File: src/rtl/sp_exec_unit.sv
// Execute stage: single-cycle ALU/AGU ops plus an iterative shifter, with a registered result.
// Optional multiplier for func 1001 is enabled by defining SP_EXEC_MUL_EN.
module sp_exec_unit #(
    parameter int unsigned XLEN           = 32,
    parameter int unsigned SHIFT_STEP     = 1,
    parameter int unsigned REG_ADDR_WIDTH = 3
) (
    input  logic                      clk_i,
    input  logic                      arst_i,
    input  logic                      in_valid_i,
    output logic                      in_ready_o,
    input  logic [3:0]                func_i,
    input  logic [XLEN-1:0]           op_a_i,
    input  logic [XLEN-1:0]           op_b_i,
    input  logic [REG_ADDR_WIDTH-1:0] rd_i,
    output logic                      out_valid_o,
    input  logic                      out_ready_i,
    output logic [XLEN-1:0]           result_o,
    output logic [REG_ADDR_WIDTH-1:0] rd_o,
    output logic                      err_o,
    output logic                      busy_o
);

    localparam int unsigned ShAmtW = $clog2(XLEN);
    // One extra bit so SHIFT_STEP == XLEN is representable.
    localparam int unsigned RemW = ShAmtW + 1;
    localparam logic [RemW-1:0] StepMax = RemW'(SHIFT_STEP);

    typedef enum logic [0:0] {StIdle, StShift} state_e;

    state_e                    state_q, state_d;
    logic [XLEN-1:0]           sh_val_q, sh_val_d;
    logic [RemW-1:0]           sh_rem_q, sh_rem_d;
    logic                      sh_left_q, sh_left_d;
    logic [REG_ADDR_WIDTH-1:0] sh_rd_q, sh_rd_d;
    logic                      out_valid_q, out_valid_d;
    logic [XLEN-1:0]           result_q, result_d;
    logic [REG_ADDR_WIDTH-1:0] rd_q, rd_d;
    logic                      err_q, err_d;

    logic                      out_free;
    logic                      accept;
    logic                      is_shift;
    logic [RemW-1:0]           in_amt;
    logic [XLEN-1:0]           alu_res;
    logic                      alu_err;
    logic [RemW-1:0]           step_amt;
    logic [XLEN-1:0]           sh_stepped;

    assign out_free   = !out_valid_q || out_ready_i;
    assign in_ready_o = (state_q == StIdle) && out_free;
    assign accept     = in_valid_i && in_ready_o;
    assign busy_o     = (state_q == StShift);

    // Shift codes are x1x0 with bit 2 set: 0100/1100 right, 0110/1110 left.
    assign is_shift = func_i[2] && !func_i[0];
    assign in_amt   = RemW'(op_b_i[ShAmtW-1:0]);

    assign step_amt   = (sh_rem_q > StepMax) ? StepMax : sh_rem_q;
    assign sh_stepped = sh_left_q ? (sh_val_q << step_amt) : (sh_val_q >> step_amt);

    always_comb begin
        alu_res = '0;
        alu_err = 1'b0;
        case (func_i)
            4'b0011, 4'b0001,
            4'b0010, 4'b1010: alu_res = op_a_i + op_b_i;
            4'b1011:          alu_res = op_a_i - op_b_i;
            4'b0101:          alu_res = op_a_i & op_b_i;
            4'b1101:          alu_res = op_a_i | op_b_i;
            4'b1111:          alu_res = op_a_i ^ op_b_i;
            4'b0111:          alu_res = ~op_a_i;
            // Zero-amount shifts complete here; nonzero ones go to the FSM.
            4'b0110, 4'b1110,
            4'b0100, 4'b1100: alu_res = op_a_i;
`ifdef SP_EXEC_MUL_EN
            4'b1001:          alu_res = op_a_i * op_b_i;
`endif
            default:          alu_err = 1'b1;
        endcase
    end

    always_comb begin
        state_d     = state_q;
        sh_val_d    = sh_val_q;
        sh_rem_d    = sh_rem_q;
        sh_left_d   = sh_left_q;
        sh_rd_d     = sh_rd_q;
        out_valid_d = out_valid_q && !out_ready_i;
        result_d    = result_q;
        rd_d        = rd_q;
        err_d       = err_q;

        case (state_q)
            StIdle: begin
                if (accept) begin
                    if (is_shift && (in_amt != '0)) begin
                        state_d   = StShift;
                        sh_val_d  = op_a_i;
                        sh_rem_d  = in_amt;
                        sh_left_d = func_i[1];
                        sh_rd_d   = rd_i;
                    end else begin
                        out_valid_d = 1'b1;
                        result_d    = alu_res;
                        rd_d        = rd_i;
                        err_d       = alu_err;
                    end
                end
            end
            StShift: begin
                sh_val_d = sh_stepped;
                sh_rem_d = sh_rem_q - step_amt;
                // With remaining at 0 the shifter idles until the output register frees.
                if ((sh_rem_d == '0) && out_free) begin
                    state_d     = StIdle;
                    out_valid_d = 1'b1;
                    result_d    = sh_stepped;
                    rd_d        = sh_rd_q;
                    err_d       = 1'b0;
                end
            end
            default: state_d = StIdle;
        endcase
    end

    always_ff @(posedge clk_i or posedge arst_i) begin
        if (arst_i) begin
            state_q     <= StIdle;
            sh_val_q    <= '0;
            sh_rem_q    <= '0;
            sh_left_q   <= 1'b0;
            sh_rd_q     <= '0;
            out_valid_q <= 1'b0;
            result_q    <= '0;
            rd_q        <= '0;
            err_q       <= 1'b0;
        end else begin
            state_q     <= state_d;
            sh_val_q    <= sh_val_d;
            sh_rem_q    <= sh_rem_d;
            sh_left_q   <= sh_left_d;
            sh_rd_q     <= sh_rd_d;
            out_valid_q <= out_valid_d;
            result_q    <= result_d;
            rd_q        <= rd_d;
            err_q       <= err_d;
        end
    end

    assign out_valid_o = out_valid_q;
    assign result_o    = result_q;
    assign rd_o        = rd_q;
    assign err_o       = err_q;

endmodule

File: config.mk
export PLATFORM = sky130hd
export DESIGN_NAME = sp_exec_unit
export DESIGN_NICKNAME = d
export VERILOG_FILES = /design/src/rtl/sp_exec_unit.sv
export SDC_FILE = /design/constraint.sdc
export NUM_CORES = 1
export LEC_CHECK = 0
export ABC_AREA = 1
export CELL_PAD_IN_SITES_DETAIL_PLACEMENT = 0
export CELL_PAD_IN_SITES_GLOBAL_PLACEMENT = 1
export CORE_MARGIN = 8
export CORE_UTILIZATION = 38
export CTS_BUF_LIST = sky130_fd_sc_hd__clkbuf_8
export DETAILED_ROUTE_END_ITERATION = 16
export PLACE_DENSITY_LB_ADDON = 0.3
export SYNTH_ARGS = -nofsm -noshare
export SYNTH_HDL_FRONTEND = slang
export SYNTH_SLANG_ARGS = --single-unit
File: constraint.sdc
create_clock -name clk_i -period 2.5 [get_ports clk_i]
set_input_delay 0.375 -clock clk_i [delete_from_list [all_inputs] [get_ports clk_i]]
set_output_delay 0.375 -clock clk_i [all_outputs]
set_load 0.01 [all_outputs]
# --- After elaboration in Yosys (flattened, before gate mapping) ---
# Index checks and enable logic that the tools add are counted.
# Widths: inputs -> output; s select.
totals:
  register_bits: 80
  latch_bits: 0
  ramBits: 0
  rom_bits: 0
  input_bits: 75
  output_inout_bits: 39
  elab_cells: 85
  mem_count: 0
classes:
  add_sub_neg: 3
  mul: 0
  n_div: 0
  order_cmp: 1
  eq_ne: 17
  shifts: 2
  n_mux: 30
  bitwise_logic: 5
  n_reduce_logical: 18
op_table:
  columns: ["op", "n"]
  rows:
  - ["$pmux 32 s7", 1]
  - ["$mux 32", 6]
  - ["$pmux 32 s2", 2]
  - ["$add 32x32->32", 1]
  - ["$and 32x32->32", 1]
  - ["$not 32->32", 1]
  - ["$or 32x32->32", 1]
  - ["$shl 32x6->32", 1]
  - ["$shr 32x6->32", 1]
  - ["$sub 32x32->32", 1]
  - ["$xor 32x32->32", 1]
  - ["$eq 4x4->1 const B", 6]
  - ["$mux 6", 3]
  - ["$eq 4x3->1 const B", 4]
  - ["$reduce_or 13->1", 1]
  - ["$pmux 6 s2", 1]
  - ["$mux 1", 10]
  - ["$mux 3", 3]
  - ["$eq 4x2->1 const B", 2]
  - ["$reduce_or 4->1", 2]
  - ["$gt 6x1->1 const B", 1]
  - ["$logic_and 1x1->1", 6]
  - ["$logic_not 6->1", 1]
  - ["$pmux 1 s2", 3]
  - ["11 further kinds", 16]

# --- Depth between registers and ports, before layout ---
# Gate-level depths: netlist of run 1.
logic_depth:
  ltp_word: 7
  mapped_depth: 26
  depth_no_buf: 26

# --- Least setup slack after synthesis of run 1 ---
# No wires, ideal clock.
synth_timing:
  kind: "input -> register"
  start: "input op_b_i[1]"
  end: "register result_q[31] (netlist: result_o[31])"
  setup_ps: 73
  t_arrival_ps: 2847
  t_required_ps: 2427
  path_slack_ps: -420
  stages: 25
  path_buffers: 0
  path_cell_list: "inv_1 -> ha_1 -> nand2_1 -> nor3_2 -> nand4_1 -> nor2_1 -> inv_1 -> o21ai_2 -> nand2_1 -> xor2_1 -> ha_1 -> nand2_1 -> nor2_1 -> nand2_1 -> inv_1 -> nand2_1 -> nand2_1 -> inv_1 -> nand2_1 -> inv_1 -> nand2_1 -> nand3_1 -> nand2_1 -> nand2_1 -> a21oi_2"
synth_between:
  elab_chain_len: 5
  word_cells_on_any_way: 10
  classes_between: "add/sub: 2; eq/ne: 1; mux: 4; reduce/logical: 3"
synth_rtl:
  columns: ["item", "line_no", "source"]
  rows:
  - ["from (decl)", "14", "input logic [XLEN-1:0] op_b_i,"]
  - ["$sub 32x32->32 / $add 32x32->32 (equally long branches)", "68, 67", null]
  - ["$pmux 32 s7", "65", "case (func_i)"]
  - ["$mux 32", "97", "if (is_shift && (in_amt != '0)) begin"]
  - ["$mux 32", "96", "if (accept) begin"]
  - ["$pmux 32 s2", "94", "case (state_q)"]
  - ["to (signal assigned)", "145", "result_q <= result_d;"]
  - ["to (decl)", "37", "logic [XLEN-1:0] result_q, result_d;"]
# Parallel ways exist; a longest one is shown, timed or not. The select of a mux whose other input is x is not followed.
# A chain may end at the register's enable or synchronous reset.

# --- Final worst setup path of run 1 ---
layout_timing:
  start: "input op_b_i[0]"
  end: "register result_q[29] (netlist: result_o[29])"
# Same word-level chain as after synthesis.

==> results of run 1 <==
==> power breakdown <==
group / switching, W / leakage (nW) / internal [W]
registers: 0.000363 / 0.975 / 0.00190
clock network: 0.000500 / 0.0990 / 0.000513
logic: 0.00345 / 6.23 / 0.00288
total: 0.00432 / 7.31 / 0.00529
==> logic make-up after synthesis <==
group	after synthesis
and+or+nand+nor	626
xor gates and xnor gates	33
buffers and inverters	277
AOI/OAI and AO/OA	348
DFF	80
adders and majority gates	100
==> critical path, stage by stage <==
cell and delay, ns:
buf_12 0.11, inv_16 0.04, ha_4 0.13, nand2_4 0.06, nor3_4 0.23, nand4_1 0.27, nor2_4 0.19, inv_2 0.07
o21ai_4 0.16, nand2_2 0.06, xor2_1 0.14, ha_1 0.35, nand2_1 0.11, nand2_2 0.06, o21bai_4 0.17, nand2_1 0.06
nand2_1 0.06, a21oi_2 0.12, nand2_1 0.07, nand2_1 0.07, nand3_2 0.13, nand2_1 0.09, nand2_1 0.06, a21oi_2 0.15
==> layer usage <==
layer	part of all wire	GRT usage	vias to the layer above
met1	0.47	0.352	5241
li1	-	-	5562
met3	0.069	0.0381	33
met2	0.44	0.379	320
met4	0.015	0.0417	0
met5	0	0	-
==> sequential cells by signal (all words and copies together), names as in the netlist <==
name         cells
err_o            1
rd_o             3
sh_val_q        32
sh_rd_q          3
busy_o           1
result_o        32
out_valid_o      1
sh_left_q        1
sh_rem_q         6
==> how the worst min path moves through the flow <==
stage,startpoint,to,slack (ns),cells past startpoint
after floorplan,sh_val_q[0]$_DFFE_PP0P_,sh_val_q[0]$_DFFE_PP0P_,0.48,2
after global placement,rd_o[1]$_DFFE_PP0P_,rd_o[1]$_DFFE_PP0P_,0.46,2
after detailed placement,rd_o[1]$_DFFE_PP0P_,rd_o[1]$_DFFE_PP0P_,0.46,2
after CTS,arst_i,result_o[24]$_DFFE_PP0P_,0.31,2
after global routing,arst_i,result_o[24]$_DFFE_PP0P_,0.34,2
final,arst_i,result_o[24]$_DFFE_PP0P_,0.31,2
==> cells in the final DEF, fill, tap and decap left out, types with 15 or more instances in the layout <==
master,Yosys,routed
buf_4,1,269
clkdlybuf4s50_1,0,87
nand2_4,0,15
o21ai_0,117,96
o221ai_1,17,17
buf_6,4,19
nand3_2,1,17
nor2_2,17,38
dfrtp_1,80,79
inv_1,215,195
inv_2,2,18
ha_1,99,83
nor2_1,154,115
o211ai_1,30,30
nor2_4,1,19
a21oi_1,76,40
xor2_1,30,26
nand2_2,1,60
nand2_1,366,290
o21ai_1,5,15
a21oi_2,14,44
nand3_1,60,38
==> area by class of cell <==
| cell class | count | area share |
|---|---|---|
| tap | 324 | 0.0277 |
| sequential | 80 | 0.137 |
| clock buffer | 11 | 0.0103 |
| timing repair buffer | 413 | 0.248 |
| multi-input combinational | 1107 | 0.515 |
| clock inverter | 5 | 0.00384 |
| inverter | 219 | 0.0590 |
==> cells in the mapped netlist (17+ instances only) <==
master    instances  area [µm²]
nor2_2           17         106
inv_1           215         807
dfrtp_1          80        2000
o21ai_0         117         586
buf_2            20         100
ha_1             99        1240
o221ai_1         17         149
clkbuf_1         30         113
nand3_1          60         300
a21oi_1          76         380
o211ai_1         30         225
xor2_1           30         263
nor2_1          154         578
nand2_1         366        1370
==> stage by stage <==
stage / std cells / power [W] / area [µm²] / hold slack, ns / setup WS, ns
2_1_floorplan: 1464 / 0.00564 / 9650 / 0.482 / -0.328
3_3_place_gp: 2106 / 0.00776 / 13000 / 0.462 / -1.48
3_5_place_dp: 2106 / 0.00784 / 13000 / 0.465 / -1.52
4_1_cts: 2141 / 0.00918 / 13800 / 0.312 / -0.535
5_1_grt: 2159 / 0.0104 / 14600 / 0.335 / -0.708
6_report: 2159 / 0.00961 / 14600 / 0.312 / -0.566
==> what timing repair did <==
| item | 4_1_cts | 5_1_grt |
|---|---|---|
| pin swaps | 63 | 95 |
| resized for setup | 182 | 183 |
| endpoints found under the setup margin | 67 | 38 |
| gates cloned | 2 | 0 |
| buffers inserted | 17 | 19 |
==> results_dict.tcl, run 1 <==
set metrics [dict create \
    relSlewSlack 0.654 \
    synth_edf_count 0 \
    critPathKind "input pin to register" \
    period_share 1.23 \
    grt_pass1_wl_um 59200 \
    die_y_um 174 \
    core_um2 24400 \
    syn-cell-area_um2 9460 \
    dr.first_iter.drc_count 964 \
    finalWorstSetupSlack_ns -0.566 \
    n_fill_cell 2305 \
    fin_skew_ns 0.0117 \
    cts_buffers 9 \
    rows 57 \
    drv_slew 0 \
    via_count 11200 \
    clock_tree.buffer_depth 2 \
    synthAdderAreaFrac 0.133 \
    finalHoldViolCount 0 \
    place.port_buffers 113 \
    r2r-start "sh_rem_q[2]$_DFFE_PP0P_" \
    nNetsFinal 2005 \
    critPathCaptureType "register" \
    grt_antenna_before_repair 0 \
    routedWlPerCell_um 17.8 \
    ys.flop_type "dfrtp_1" \
    grt_max_degree 54 \
    drc 0 \
    setup.worst_path.end "result_o[29]$_DFFE_PP0P_" \
    area_delta_synth_final_pct 54.9 \
    cp_data_required_time_ns 2.80 \
    synth_compound_area_frac 0.235 \
    drv_cap 0 \
    setup_tns_ns -8.80 \
    initial_core_util 0.388 \
    reg2reg_depth 15 \
    clk_latency_ns 0.36 \
    fmax_mhz 326 \
    failed_checks "setup timing" \
    cts-htree-levels 3 \
    worst_pin_slew_ns 0.519 \
    diodes 0 \
    gp_congestion 0.927 \
    ant_nets 0 \
    cp_max_fo 3 \
    synth_top_family_by_area "simple AND/OR/NAND/NOR gates" \
    power.density_nw_per_um2 656 \
    synth_warnings 0 \
    drive_gt1_frac 0.336 \
    synth_xor_area_frac 0.0306 \
    ys_async_sr_fraction 1.00 \
    cts_tree "done" \
    cp-startpoint "op_b_i[0]" \
    status "complete, but fails checks" \
    cts-hold-fix-buffers 0 \
    dieWidth_um 174 \
    routed_via_density 5.17 \
    multi_input_area_um2 7540 \
    ys_ff_latch 80 \
    ctsRootBufferMaster "clkbuf_8" \
    clkTransAtPathRegs_ns 0.09 \
    synth_mux_area_frac 0 \
    syn_inst 1464 \
    ios 114 \
    ir_drop_mv 0.461 \
    r2r_slack_ns 0.06 \
    firstDrtPassIters 5 \
    wirelength_um 38300 \
    crit_arrival_ns 3.37 \
    regArea_um2 2000 \
    synthSimpleGateAreaFrac 0.270 \
    dp_hpwl_um 30400 \
    first_global_vias 10700 \
    synth.avg_cell_area_um2 6.46 \
    r2r_end "result_o[27]$_DFFE_PP0P_" \
    p_leak_nw 7.31 \
    overflow 0 \
    finalCriticalPeriod_ns 3.07 \
    ys_types 56 \
    clock-sinks 80 \
    rsz0062_at_grt "yes" \
    final_core_util 0.600 \
    die_area_um2 30200 \
    grt_use_total 0.244 \
    holdCritPathClass "input pin to async pin" \
    setup_violations 27 \
    start_kind "input pin" \
    synth_nets 1639 \
    yosysSeqAreaShare 0.212 \
]
No activity file was read; power rests on OpenSTA's default activity.
==> run 2: changes to the inputs <==
--- a/config.mk
+++ b/config.mk
@@ -9,8 +9,7 @@
 export CELL_PAD_IN_SITES_DETAIL_PLACEMENT = 0
 export CELL_PAD_IN_SITES_GLOBAL_PLACEMENT = 1
 export CORE_MARGIN = 8
-export CORE_UTILIZATION = 38
-export CTS_BUF_LIST = sky130_fd_sc_hd__clkbuf_8
+export CORE_UTILIZATION = 37
 export DETAILED_ROUTE_END_ITERATION = 16
 export PLACE_DENSITY_LB_ADDON = 0.3
 export SYNTH_ARGS = -nofsm -noshare
==> constraint.sdc (replaced) <==
create_clock -name clk_i -period 2.5 [get_ports clk_i]
set_input_delay 0.625 -clock clk_i [delete_from_list [all_inputs] [get_ports clk_i]]
set_output_delay 0.625 -clock clk_i [all_outputs]
set_load 0.01 [all_outputs]
==> run 2 against run 1 <==
Effect of this change:
- the flow still finishes with violations (setup timing)
- critical endpoint is now result_o[30]$_DFFE_PP0P_
- flip-flop and latch count unchanged
- non-clock buffer count shrank 7
- power is 3.9% higher
- critical path type unchanged
- hold slack better by 0.17 ns
- routed wire length decreased by 2.3%
==> results_dict.tcl, run 2 (synthesis gave the netlist of run 1 again) <==
set metrics [dict create \
    p_leak_nw 7.42 \
    die_y_um 176 \
    ios 114 \
    crit_slowest_cell "ha_1" \
    dr.first_iter.drc_count 988 \
    cpLargestDelayFamily "simple AND/OR/NAND/NOR gates" \
    stdcell_area_um2 15000 \
    final_common_cell "nand2_1" \
    clk_latency_ns 0.34 \
    finalWorstSetupSlack_ns -0.758 \
    finalHoldViolCount 0 \
    most-common-layout-cells "nand2_1, buf_4, inv_1, nor2_1, o21ai_0" \
    setup_violations 28 \
    cts-htree-levels 3 \
    firstDrtPassIters 5 \
    cts_buffers 9 \
    dieWidth_um 176 \
    cp_cell_sequence "buf_12, inv_16, ha_4, nand2_4, nor3_4, nand4_1, nor2_2, inv_2, o21ai_4, nand3_2, xor2_1, ha_1, buf_6, nand2_4, inv_2, a21oi_2, nand2_2, a21oi_2, nand2_1, nand2_1, nand3_2, nand2_2, nand2_1, a21oi_2" \
    via_count 11200 \
    nNetsFinal 1998 \
    ant_nets 0 \
    hp-start "result_o[1]$_DFFE_PP0P_" \
    clock_tree.buffer_depth 2 \
    cts-hold-fix-buffers 0 \
    power.density_nw_per_um2 665 \
    holdPathStages 2 \
    r2r_slack_ns 0.03 \
    r2r_end "result_o[26]$_DFFE_PP0P_" \
    wirelength_um 37500 \
    grt_pass1_wl_um 57900 \
    r2r-start "sh_rem_q[3]$_DFFE_PP0P_" \
    clock-sinks 80 \
    total_power_w 0.00998 \
    holdCritPathClass "register to register" \
    grt_use_total 0.234 \
    critPathCaptureType "register" \
    cp_data_required_time_ns 2.76 \
    rows 58 \
    slowest_delay_ns 0.33 \
    routedWlPerCell_um 17.4 \
    hold_end "result_o[1]$_DFFE_PP0P_" \
    fin_skew_ns 0.0117 \
    dp_hpwl_um 30000 \
    overflow 0 \
    grt_antenna_before_repair 0 \
    n_fill_cell 2373 \
    fmax_mhz 307 \
    critPathKind "input pin to register" \
    initial_core_util 0.377 \
    drc 0 \
    drv_cap 0 \
    crit_arrival_ns 3.52 \
    relSlewSlack 0.575 \
    cp_max_fo 3 \
    drv_slew 0 \
    rsz0062_at_grt "yes" \
    status "complete, but fails checks" \
    routed_via_density 5.17 \
    area_delta_synth_final_pct 58.6 \
    die_area_um2 30900 \
    ctsRootBufferMaster "clkbuf_16" \
    period_share 1.30 \
    gp_congestion 0.934 \
    grt_max_degree 54 \
    worst_pin_slew_ns 0.638 \
    failed_checks "setup timing" \
    first_global_vias 10500 \
    core_um2 25100 \
    diodes 0 \
    ir_drop_mv 0.575 \
    finalCriticalPeriod_ns 3.26 \
    clkTransAtPathRegs_ns 0.06 \
    reg2reg_depth 14 \
    start_kind "input pin" \
    placed_area_um2 13000 \
    cp_num_buf_inv 5 \
    place.port_buffers 113 \
    drive_gt1_frac 0.354 \
    cts_tree "done" \
    final_core_util 0.597 \
]
[run 2: layer usage]
metal,track usage,part of all wire,vias up
li1,-,-,5536
met1,0.342,0.47,5246
met2,0.365,0.45,326
met3,0.0219,0.062,42
met4,0.0523,0.018,0
met5,0,0,-
[run 2: worst max-delay path by stage]
stage	start	endpoint	slack [ns]	depth (start not counted)
finish	op_b_i[0]	result_o[30]$_DFFE_PP0P_	-0.76	24
global route	op_b_i[0]	result_o[31]$_DFFE_PP0P_	-0.93	23
CTS	op_b_i[0]	result_o[30]$_DFFE_PP0P_	-0.84	25
detailed placement	op_b_i[0]	result_o[17]$_DFFE_PP0P_	-1.82	21
global placement	op_b_i[0]	result_o[17]$_DFFE_PP0P_	-1.78	21
floorplan	op_b_i[0]	result_o[31]$_DFFE_PP0P_	-0.58	25
[run 2: layout make-up]
type                    instances  area, µm²  area share
clock buffers                  14        274      0.0183
clock inverters                 2       60.1     0.00400
inverters                     219        872      0.0581
multi-input cells            1107       7830       0.522
flip-flops and latches         80       2000       0.134
well taps                     330        413      0.0275
repair buffers                406       3550       0.237
[run 2: where the power goes]
group	leakage (nW)	internal, W	switching [W]
combinational	6.28	0.00278	0.00346
sequential	0.975	0.00190	0.000366
clock	0.163	0.000958	0.000515
[run 2: what timing repair did]
item                                    CTS  global route
hold endpoints to repair                  0             0
pin swaps                                42           117
buffers inserted                         17            21
endpoints found under the setup margin   77            75
gates resized for setup                 156           253
[run 2: worst register-to-register path, cell delays in order (launching register included)]
cell and delay (ns):
dfrtp_1 0.37, inv_1 0.08, nand2_1 0.08, nor2_2 0.05, nand2_1 0.06, nand2_2 0.05
ha_1 0.20, nor2_2 0.15, nand2_1 0.09, xor2_1 0.18, o31ai_4 0.30, nand4_4 0.23
buf_12 0.24, nor2_1 0.19, a21oi_1 0.09
[run 2: metrics by stage]
stage / setup WS, ns / hold slack [ns] / std cells / setup TNS (ns)
global route: -0.928 / 0.496 / 2158 / -19.58
global placement: -1.78 / 0.467 / 2109 / -73.51
finish: -0.758 / 0.480 / 2158 / -15.59
CTS: -0.838 / 0.484 / 2141 / -17.91
detailed placement: -1.82 / 0.468 / 2109 / -76.19
floorplan: -0.578 / 0.482 / 1464 / -7.69
==> run 3: changes to the inputs <==
--- a/config.mk
+++ b/config.mk
@@ -8,7 +8,7 @@
 export ABC_AREA = 1
 export CELL_PAD_IN_SITES_DETAIL_PLACEMENT = 0
 export CELL_PAD_IN_SITES_GLOBAL_PLACEMENT = 1
-export CORE_MARGIN = 8
+export CORE_MARGIN = 4
 export CORE_UTILIZATION = 37
 export DETAILED_ROUTE_END_ITERATION = 16
 export PLACE_DENSITY_LB_ADDON = 0.3
==> run 3 against run 2 <==
Effect of this change:
- the flow still finishes with violations (setup timing)
- via count increased by 0.96%
- sequential share of layout area up 0.069 points
- fmax down 0.87%
- flip-flop and latch count stayed put
- clock-buffer cell count decreased by 2
- die area down 8.9%
- final area fell by 0.52%
- setup slack got worse by 0.028 ns
- sequential power about the same
- global-route usage rose by 2.2 points
- clock power barely moved
- final cell count is 0.19% higher
- critical endpoint is now result_o[31]$_DFFE_PP0P_
==> results_dict.tcl, run 3 (synthesis gave the netlist of run 1 again) <==
set metrics [dict create \
    critPathKind "input pin to register" \
    clock-sinks 80 \
    r2r_slack_ns 0.12 \
    critPathCaptureType "register" \
    ant_nets 0 \
    routedWlPerCell_um 17.3 \
    total_power_w 0.00988 \
    grt_use_total 0.256 \
    gp_congestion 0.946 \
    most-common-layout-cells "nand2_1, buf_4, inv_1, nor2_1" \
    stdcell_area_um2 14900 \
    die_area_um2 28200 \
    ctsRootBufferMaster "clkbuf_16" \
    via_count 11300 \
    drv_cap 0 \
    cts_tree "done" \
    ir_drop_mv 0.568 \
    final_core_util 0.593 \
    period_share 1.31 \
    rsz0062_at_grt "yes" \
    grt_pass1_wl_um 58000 \
    dr.first_iter.drc_count 789 \
    clkTransAtPathRegs_ns 0.06 \
    overflow 0 \
    finalWorstSetupSlack_ns -0.786 \
    diodes 0 \
    final_common_cell "nand2_1" \
    start_kind "input pin" \
    relSlewSlack 0.583 \
    fin_skew_ns 0.0102 \
    worst_pin_slew_ns 0.625 \
    wirelength_um 37500 \
    routed_via_density 5.21 \
    setup_violations 28 \
    finalCriticalPeriod_ns 3.29 \
    placed_area_um2 13100 \
    drv_slew 0 \
    ios 114 \
    finalHoldViolCount 0 \
    rows 58 \
    clock_tree.buffer_depth 2 \
    dp_hpwl_um 29800 \
    holdCritPathClass "register to register" \
    drc 0 \
    cts_buffers 9 \
    grt_max_degree 66 \
    clk_latency_ns 0.34 \
    crit_arrival_ns 3.55 \
    place.port_buffers 113 \
    dpl_worst_slack_ns -1.80 \
    dieWidth_um 168 \
    firstDrtPassIters 6 \
    cts-htree-levels 3 \
    power.density_nw_per_um2 662 \
    failed_checks "setup timing" \
    cp_max_fo 3 \
    grt_antenna_before_repair 0 \
    cp_data_required_time_ns 2.77 \
    nNetsFinal 2003 \
    first_global_vias 10700 \
    status "complete, but fails checks" \
    die_y_um 168 \
    initial_core_util 0.376 \
    fmax_mhz 304 \
    hold_slack_ns 0.484 \
    p_leak_nw 7.38 \
    drive_gt1_frac 0.341 \
    core_um2 25200 \
    area_delta_synth_final_pct 57.8 \
]
## run 3: changes by cell type in the layout (fill, tap and decap cells not counted), moves of 4 or more
cell      delta
xor2_1       +5
xor2_2       -4
nand3_1      +7
o21ai_2      -9
o21ai_4      +5
buf_12       +4
nand3_2      -7
o21ai_1      +5
a21boi_2     -5
buf_6       +16
buf_4       -15
buf_2        +6
## run 3: area by class of cell
class	instances	area, µm²
clock inverters	3	65.1
well taps	330	413
flip-flops and latches	80	2000
fillers	2317	10300
repair buffers	411	3660
multi-input cells	1107	7660
clock buffers	12	256
inverters	219	862
## run 3: worst paths after layout
path / start / end / cells past startpoint
max: op_b_i[0] / result_o[31]$_DFFE_PP0P_ / 28
min: result_o[13]$_DFFE_PP0P_ / result_o[13]$_DFFE_PP0P_ / 2
max reg2reg: sh_rem_q[2]$_DFFE_PP0P_ / result_o[27]$_DFFE_PP0P_ / 14
min reg2reg: result_o[13]$_DFFE_PP0P_ / result_o[13]$_DFFE_PP0P_ / 2
max in group asynchronous: arst_i / busy_o$_DFF_PP0_ / 3
min in group asynchronous: arst_i / result_o[27]$_DFFE_PP0P_ / 2
## run 3: critical path, cell delays in order
cell and delay (ns):
buf_12 0.11, inv_16 0.04, ha_4 0.14, nand2_4 0.05
nor3_4 0.24, nand4_1 0.18, nor2_2 0.19, inv_2 0.07
buf_4 0.13, buf_6 0.11, nand2_4 0.06, xor2_4 0.19
ha_4 0.25, nand2_4 0.07, inv_2 0.04, nand2_1 0.11
nand2_1 0.10, nand2_2 0.09, nand2_1 0.05, nand2_1 0.05
nand2_1 0.05, inv_1 0.05, nand2_1 0.05, nand2_1 0.08
nand3_2 0.10, nand2_1 0.07, nand2_1 0.06, a21oi_2 0.16
## run 3: stage by stage
step | TNS, ns | cells
3_3_place_gp | -72.09 | 2106
2_1_floorplan | -7.69 | 1464
4_1_cts | -16.56 | 2139
6_report | -16.90 | 2162
3_5_place_dp | -73.83 | 2106
5_1_grt | -20.85 | 2162
## run 3: routing by layer
| layer | vias up | part of all wire | GRT usage |
|---|---|---|---|
| met5 | - | 0 | 0 |
| met1 | 5295 | 0.46 | 0.375 |
| li1 | 5562 | - | - |
| met3 | 41 | 0.064 | 0.0268 |
| met2 | 359 | 0.45 | 0.406 |
| met4 | 0 | 0.021 | 0.0586 |
## run 3: power breakdown
group	internal [W]	total, W	switching, W
combinational	0.00276	0.00617	0.00341
sequential	0.00190	0.00227	0.000363
clock	0.000923	0.00145	0.000528
## run 3: repair_timing
| action | CTS | global route |
|---|---|---|
| setup buffers | 19 | 26 |
| resized for setup | 225 | 172 |
| endpoints found under the setup margin | 80 | 51 |
| cloned | 0 | 0 |
| hold buffers | 0 | 0 |
| pin swaps | 69 | 104 |
==> patch 1: new RTL, config.mk and constraints of run 2 <==
Take the reset off `sh_val_q` and load it in a clocked block of its own.
--- a/src/rtl/sp_exec_unit.sv
+++ b/src/rtl/sp_exec_unit.sv
@@ -127,7 +127,6 @@
     always_ff @(posedge clk_i or posedge arst_i) begin
         if (arst_i) begin
             state_q     <= StIdle;
-            sh_val_q    <= '0;
             sh_rem_q    <= '0;
             sh_left_q   <= 1'b0;
             sh_rd_q     <= '0;
@@ -137,7 +136,6 @@
             err_q       <= 1'b0;
         end else begin
             state_q     <= state_d;
-            sh_val_q    <= sh_val_d;
             sh_rem_q    <= sh_rem_d;
             sh_left_q   <= sh_left_d;
             sh_rd_q     <= sh_rd_d;
@@ -148,6 +146,10 @@
         end
     end
 
+    always_ff @(posedge clk_i) begin
+        sh_val_q <= sh_val_d;
+    end
+
     assign out_valid_o = out_valid_q;
     assign result_o    = result_q;
     assign rd_o        = rd_q;
Check against the original RTL: no difference found for any inputs over 4 cycles, from zero or initial values and one cycle with arst_i high; that may be too few to reach the edited logic, so the function may still have changed.
==> patch 1 against run 2 <==
  * The flow still finishes with violations (setup timing)
  * Sequential power rose by 15%
  * Power grew 12%
  * Wire length rose by 5.5%
  * Critical endpoint is now result_o[15]$_DFFE_PP0P_
  * Area after synthesis is 0.69% lower
  * Critical path type unchanged
  * Setup slack lost 0.13 ns
  * Register-to-register slack got worse by 0.04 ns
  * Final area rose by 1.4%
  * Sequential cell count did not move
==> patch 1: results (changes against run 2) <==
- The wire length of the first global-routing pass was 59550 um (+2.8%).
- The logic depth of the worst register-to-register path is 18 (+4).
- The post-route clock skew was 0.01117 ns (-0.0005394 ns).
- The global routing met2 resource utilization is 0.3824 (+0.01789).
- The checks that failed: setup timing.
- The routability congestion estimate is 0.9294 (-0.47%).
- The compound-cell area share of the yosys netlist was 0.2101 (-0.02449).
- The post-layout net count came to 2015 (+0.85%).
- The area after detailed placement is 13000 um^2 (-0.29%).
- The via-per-instance ratio is 5.188 (+0.41%).
- The detailed placer's ending HPWL is 29830 um (-0.56%).
- The power per cell area is 736.7 nW/um^2 (+11%).
- The detailed route wirelength on metal2 came to 17760 um (+5.4%).
- The post-route worst setup slack is -0.8914 ns (-0.1337 ns).
- The adder-cell share of the synthesized area is 0.1340 (+0.0009221).
- The total routed wirelength is 39520 um (+5.5%).
- The destination of the worst register-to-register timing path is result_o[21]$_DFFE_PP0P_.
- The met3 usage in global routing is 0.03779 (+0.01589).
- The total length of routed met3 wires is 2750 um (+19%).
- The total clock network power is 1.32 mW (-10%).
- The most critical setup path has its startpoint at op_b_i[1].
- In this run the worst setup path terminates at result_o[15]$_DFFE_PP0P_.
- The startpoint identified for the worst hold timing path is result_o[11]$_DFFE_PP0P_.
- The net count after synthesis is 1616 (-1.4%).
- The maximum resistive drop on vdd is 790.3 uV (+38%).
- The met1 routing resource usage after global routing is 0.3429 (+0.0005082).
- The maximum single-stage delay on the critical path came to 0.30 ns (-0.03 ns).
- In the post-synthesis netlist, the biggest area contributors are nand2_1 (14%), ha_1 (13%), dfrtp_1 (13%).
- The path with the worst hold slack has its endpoint at result_o[11]$_DFFE_PP0P_.
- The share of synthesized registers carrying an async set or reset came to 0.6000 (-0.4000).
- The number of distinct standard cells referenced by the synthesized netlist is 48 (-14%).
- In the synthesized netlist, the cells that appear most often are nand2_1 (349), inv_1 (218), nor2_1 (153), ha_1 (99), a21oi_1 (88).
- The share of total power consumed by net switching was 0.4497 (+0.01520).
- The flow ran to the end, but the final reports show violations.
- The library cell contributing the largest single delay on the critical path is a21oi_1.
- The global router's overall resource usage came to 0.2440 (+0.009754).
- The power share of the combinational group was 0.649 (+0.024).
- The number of enable-type register cells in the synthesized netlist is 32 (+32).
- Of all cell types, the one taking the most synthesized area is nand2_1.
- The fraction of final layout cells with drive strength greater than 1 is 0.3821 (+0.02763).
- The count of final setup violators is 30 (+7.1%).
- The leakage dissipation is 7.527 nW (+1.4%).
## patch 1: changes by cell type in the layout (fill, tap and decap cells not counted), moves of 11 or more
cell	before	now
a21oi_1	42	54
a22oi_1	12	0
buf_4	266	284
buf_6	19	37
dfrtp_1	79	47
edfxtp_1	0	32
inv_2	17	28
nand2_1	288	243
nand2_2	55	77
nand2_4	24	36
nand3_1	28	41
nor2_2	37	25
o211ai_1	30	18
o21ai_0	91	63
## patch 1: final cells by class
class	instances	area (um^2)
fillers	2299	9826
multi-input cells	1087	7644
repair buffers	441	3841
flip-flops and latches	80	2163
inverters	221	858.3
well taps	330	412.9
clock buffers	11	254.0
clock inverters	5	37.54
## patch 1: through the flow
step / TNS [ns] / hold WS [ns] / worst slack [ns] / util / std cells
5_1_grt: -24.50 / 0.5049 / -1.109 / 0.6075 / 2175
4_1_cts: -19.41 / 0.4865 / -0.9431 / 0.5643 / 2143
3_3_place_gp: -63.83 / 0.4617 / -1.785 / 0.5193 / 2102
3_5_place_dp: -66.53 / 0.4688 / -1.808 / 0.5193 / 2102
2_1_floorplan: -23.32 / 0.4479 / -0.6795 / - / 1441
6_report: -19.39 / 0.4827 / -0.8914 / 0.6075 / 2175
## patch 1: timing repair
| action | 4_1_cts | 5_1_grt |
|---|---|---|
| resized for setup | 218 | 245 |
| setup buffers | 25 | 31 |
| endpoints found under the setup margin | 74 | 37 |
| cloned | 1 | 4 |
| pin swaps | 70 | 112 |
| hold buffers | 0 | 0 |
## patch 1: cell families after synthesis
family | after synthesis
AO/OA/AOI/OAI | 315
AND/OR/NAND/NOR | 640
adder cells (fa/ha/maj) | 100
XOR/XNOR | 31
buffers and inverters | 275
flip-flops | 80
==> patch 2: new RTL, settings of run 2 <==
Made on the original files. `XLEN`: 32 -> 16.
--- a/src/rtl/sp_exec_unit.sv
+++ b/src/rtl/sp_exec_unit.sv
@@ -1,7 +1,7 @@
 // Execute stage: single-cycle ALU/AGU ops plus an iterative shifter, with a registered result.
 // Optional multiplier for func 1001 is enabled by defining SP_EXEC_MUL_EN.
 module sp_exec_unit #(
-    parameter int unsigned XLEN           = 32,
+    parameter int unsigned XLEN           = 16,
     parameter int unsigned SHIFT_STEP     = 1,
     parameter int unsigned REG_ADDR_WIDTH = 3
 ) (
Interface: changed (resized op_a_i, op_b_i and result_o); port bits go from 114 to 66. The function was not compared with the original's and may differ.
==> patch 2 against run 2 <==
  * Critical endpoint is now result_o[15]$_DFFE_PP0P_
  * Clock power decreased by 55%
  * Count of clock-buffer cells in the layout down 8
  * Power fell by 49%
  * Sequential cell count fell by 33
  * Final area fell by 51%
  * Area after synthesis shrank 49%
  * Setup slack better by 0.48 ns
  * Via count fell by 51%
  * Clock skew is 0.0084 ns lower
  * Wire length is 56% lower
  * Critical path type unchanged
  * Highest routed layer unchanged
  * The flow still finishes with violations (setup timing)
  * Global-route usage down 3.7 points
  * Cell count fell by 49%
==> patch 2: results (changes against run 2) <==
- The met1 routed wirelength after detailed routing was 7396 um (-58%).
- The post-layout net count came to 1012 (-49%).
- The routability congestion estimate is 0.8790 (-5.9%).
- The synthesized area per cell is 6.669 um^2 (+3.2%).
- The compound-cell area share of the yosys netlist is 0.2079 (-0.02667).
- The total length of routed met3 wires is 676 um (-71%).
- The relative area of non-clock buffer cells in the final design is 0.2381 (+0.001357).
- The run finished, with violations left.
- Sorting the synthesized cells by area gives the leading types as dfrtp_1 (24%), nand2_1 (16%), ha_1 (13%).
- The flip-flop and latch area was 1176 um^2 (-41%).
- The adder-cell share of the synthesized area was 0.1326 (-0.0004903).
- The via-per-instance ratio is 5.002 (-3.2%).
- The post-synthesis instance total is 730 (-50%).
- The multi-input gate count was 546 (-51%).
- The area after detailed placement was 6650 um^2 (-49%).
- The clock buffer count from CTS is 5 (-4).
- The number of distinct standard cells referenced by the synthesized netlist is 45 (-20%).
- The peak fanout along the critical path is 4 (+1).
- The post-cts gate resize count was 144 (-7.7%).
- The area of the multi-input gates is 3655 um^2 (-53%).
- The post-route clock skew is 0.003353 ns (-0.008356 ns).
- The detailed route wirelength on metal2 is 8134 um (-52%).
- The sequential fraction of the synthesis area is 0.2416 (+0.02989).
- The via count of the first global-routing pass is 5588 (-47%).
- The number of ordinary and repair buffers in the finished layout is 205 (-50%).
- The detailed placer's ending HPWL was 13060 um (-56%).
- The iteration-0 DRC count of the detailed router came to 286 (-71%).
- The post-route worst setup slack is -0.2789 ns (+0.4788 ns).
- The number of buffers added for setup after CTS was 18 (+1).
- The final reports fail on setup timing.
- The count of final setup violators is 12 (-57%).
- By count the netlist is led by nand2_1 (208), inv_1 (106), nor2_1 (53), ha_1 (50), dfrtp_1 (47).
- The transition time of the tightest slew-check pin is 0.6226 ns (-0.01507 ns).
- The total routed wirelength is 16500 um (-56%).
- The multiplexer share of the synthesized area was 0.002056 (+0.002056).
==> patch 2: cell types whose count changed after synthesis, moves of 22 or more <==
cell,before,now
nand3_1,60,33
inv_1,215,106
ha_1,99,50
nor2_1,154,53
o21ai_0,117,43
nand2_1,366,208
dfrtp_1,80,47
clkbuf_1,30,8
a21oi_1,76,27
==> patch 2: metrics by stage <==
step                      setup WS [ns]  utilization  power, mW  setup TNS, ns  hold slack, ns
final                           -0.2789       0.5686      5.132         -2.086          0.4795
after global routing            -0.4227       0.5686      5.591         -3.855          0.5113
after CTS                       -0.3281       0.5580      5.094         -3.069          0.4815
after detailed placement         -1.264       0.5103      4.258         -18.52          0.4644
after global placement           -1.213       0.5103      4.189         -16.88          0.4632
after floorplan                 -0.2797            -      3.128         -1.308          0.4818
==> patch 2: where the power goes <==
part	switching, mW	internal (mW)	total (mW)
clock	0.276	0.391	0.667
sequential	0.255	1.10	1.35
combinational	1.70	1.41	3.11
==> patch 2: worst paths after layout <==
check	depth (start not counted)	slack, ns	endpoint	from
worst max-delay path	22	-0.28	result_o[15]$_DFFE_PP0P_	op_b_i[1]
max in group asynchronous	3	1.29	sh_val_q[3]$_DFFE_PP0P_	arst_i
min in group asynchronous	2	0.69	sh_rd_q[0]$_DFFE_PP0P_	arst_i
worst min-delay path	2	0.48	result_o[0]$_DFFE_PP0P_	result_o[0]$_DFFE_PP0P_
worst min register to register	2	0.48	result_o[0]$_DFFE_PP0P_	result_o[0]$_DFFE_PP0P_
worst max register to register	15	0.19	rd_o[0]$_DFFE_PP0P_	sh_rem_q[3]$_DFFE_PP0P_
==> patch 2: per-layer routing <==
layer,track usage,up-vias
met2,0.3501,115
met5,0,-
met1,0.2482,2563
li1,-,2775
met4,0.05739,0
met3,0.01948,19
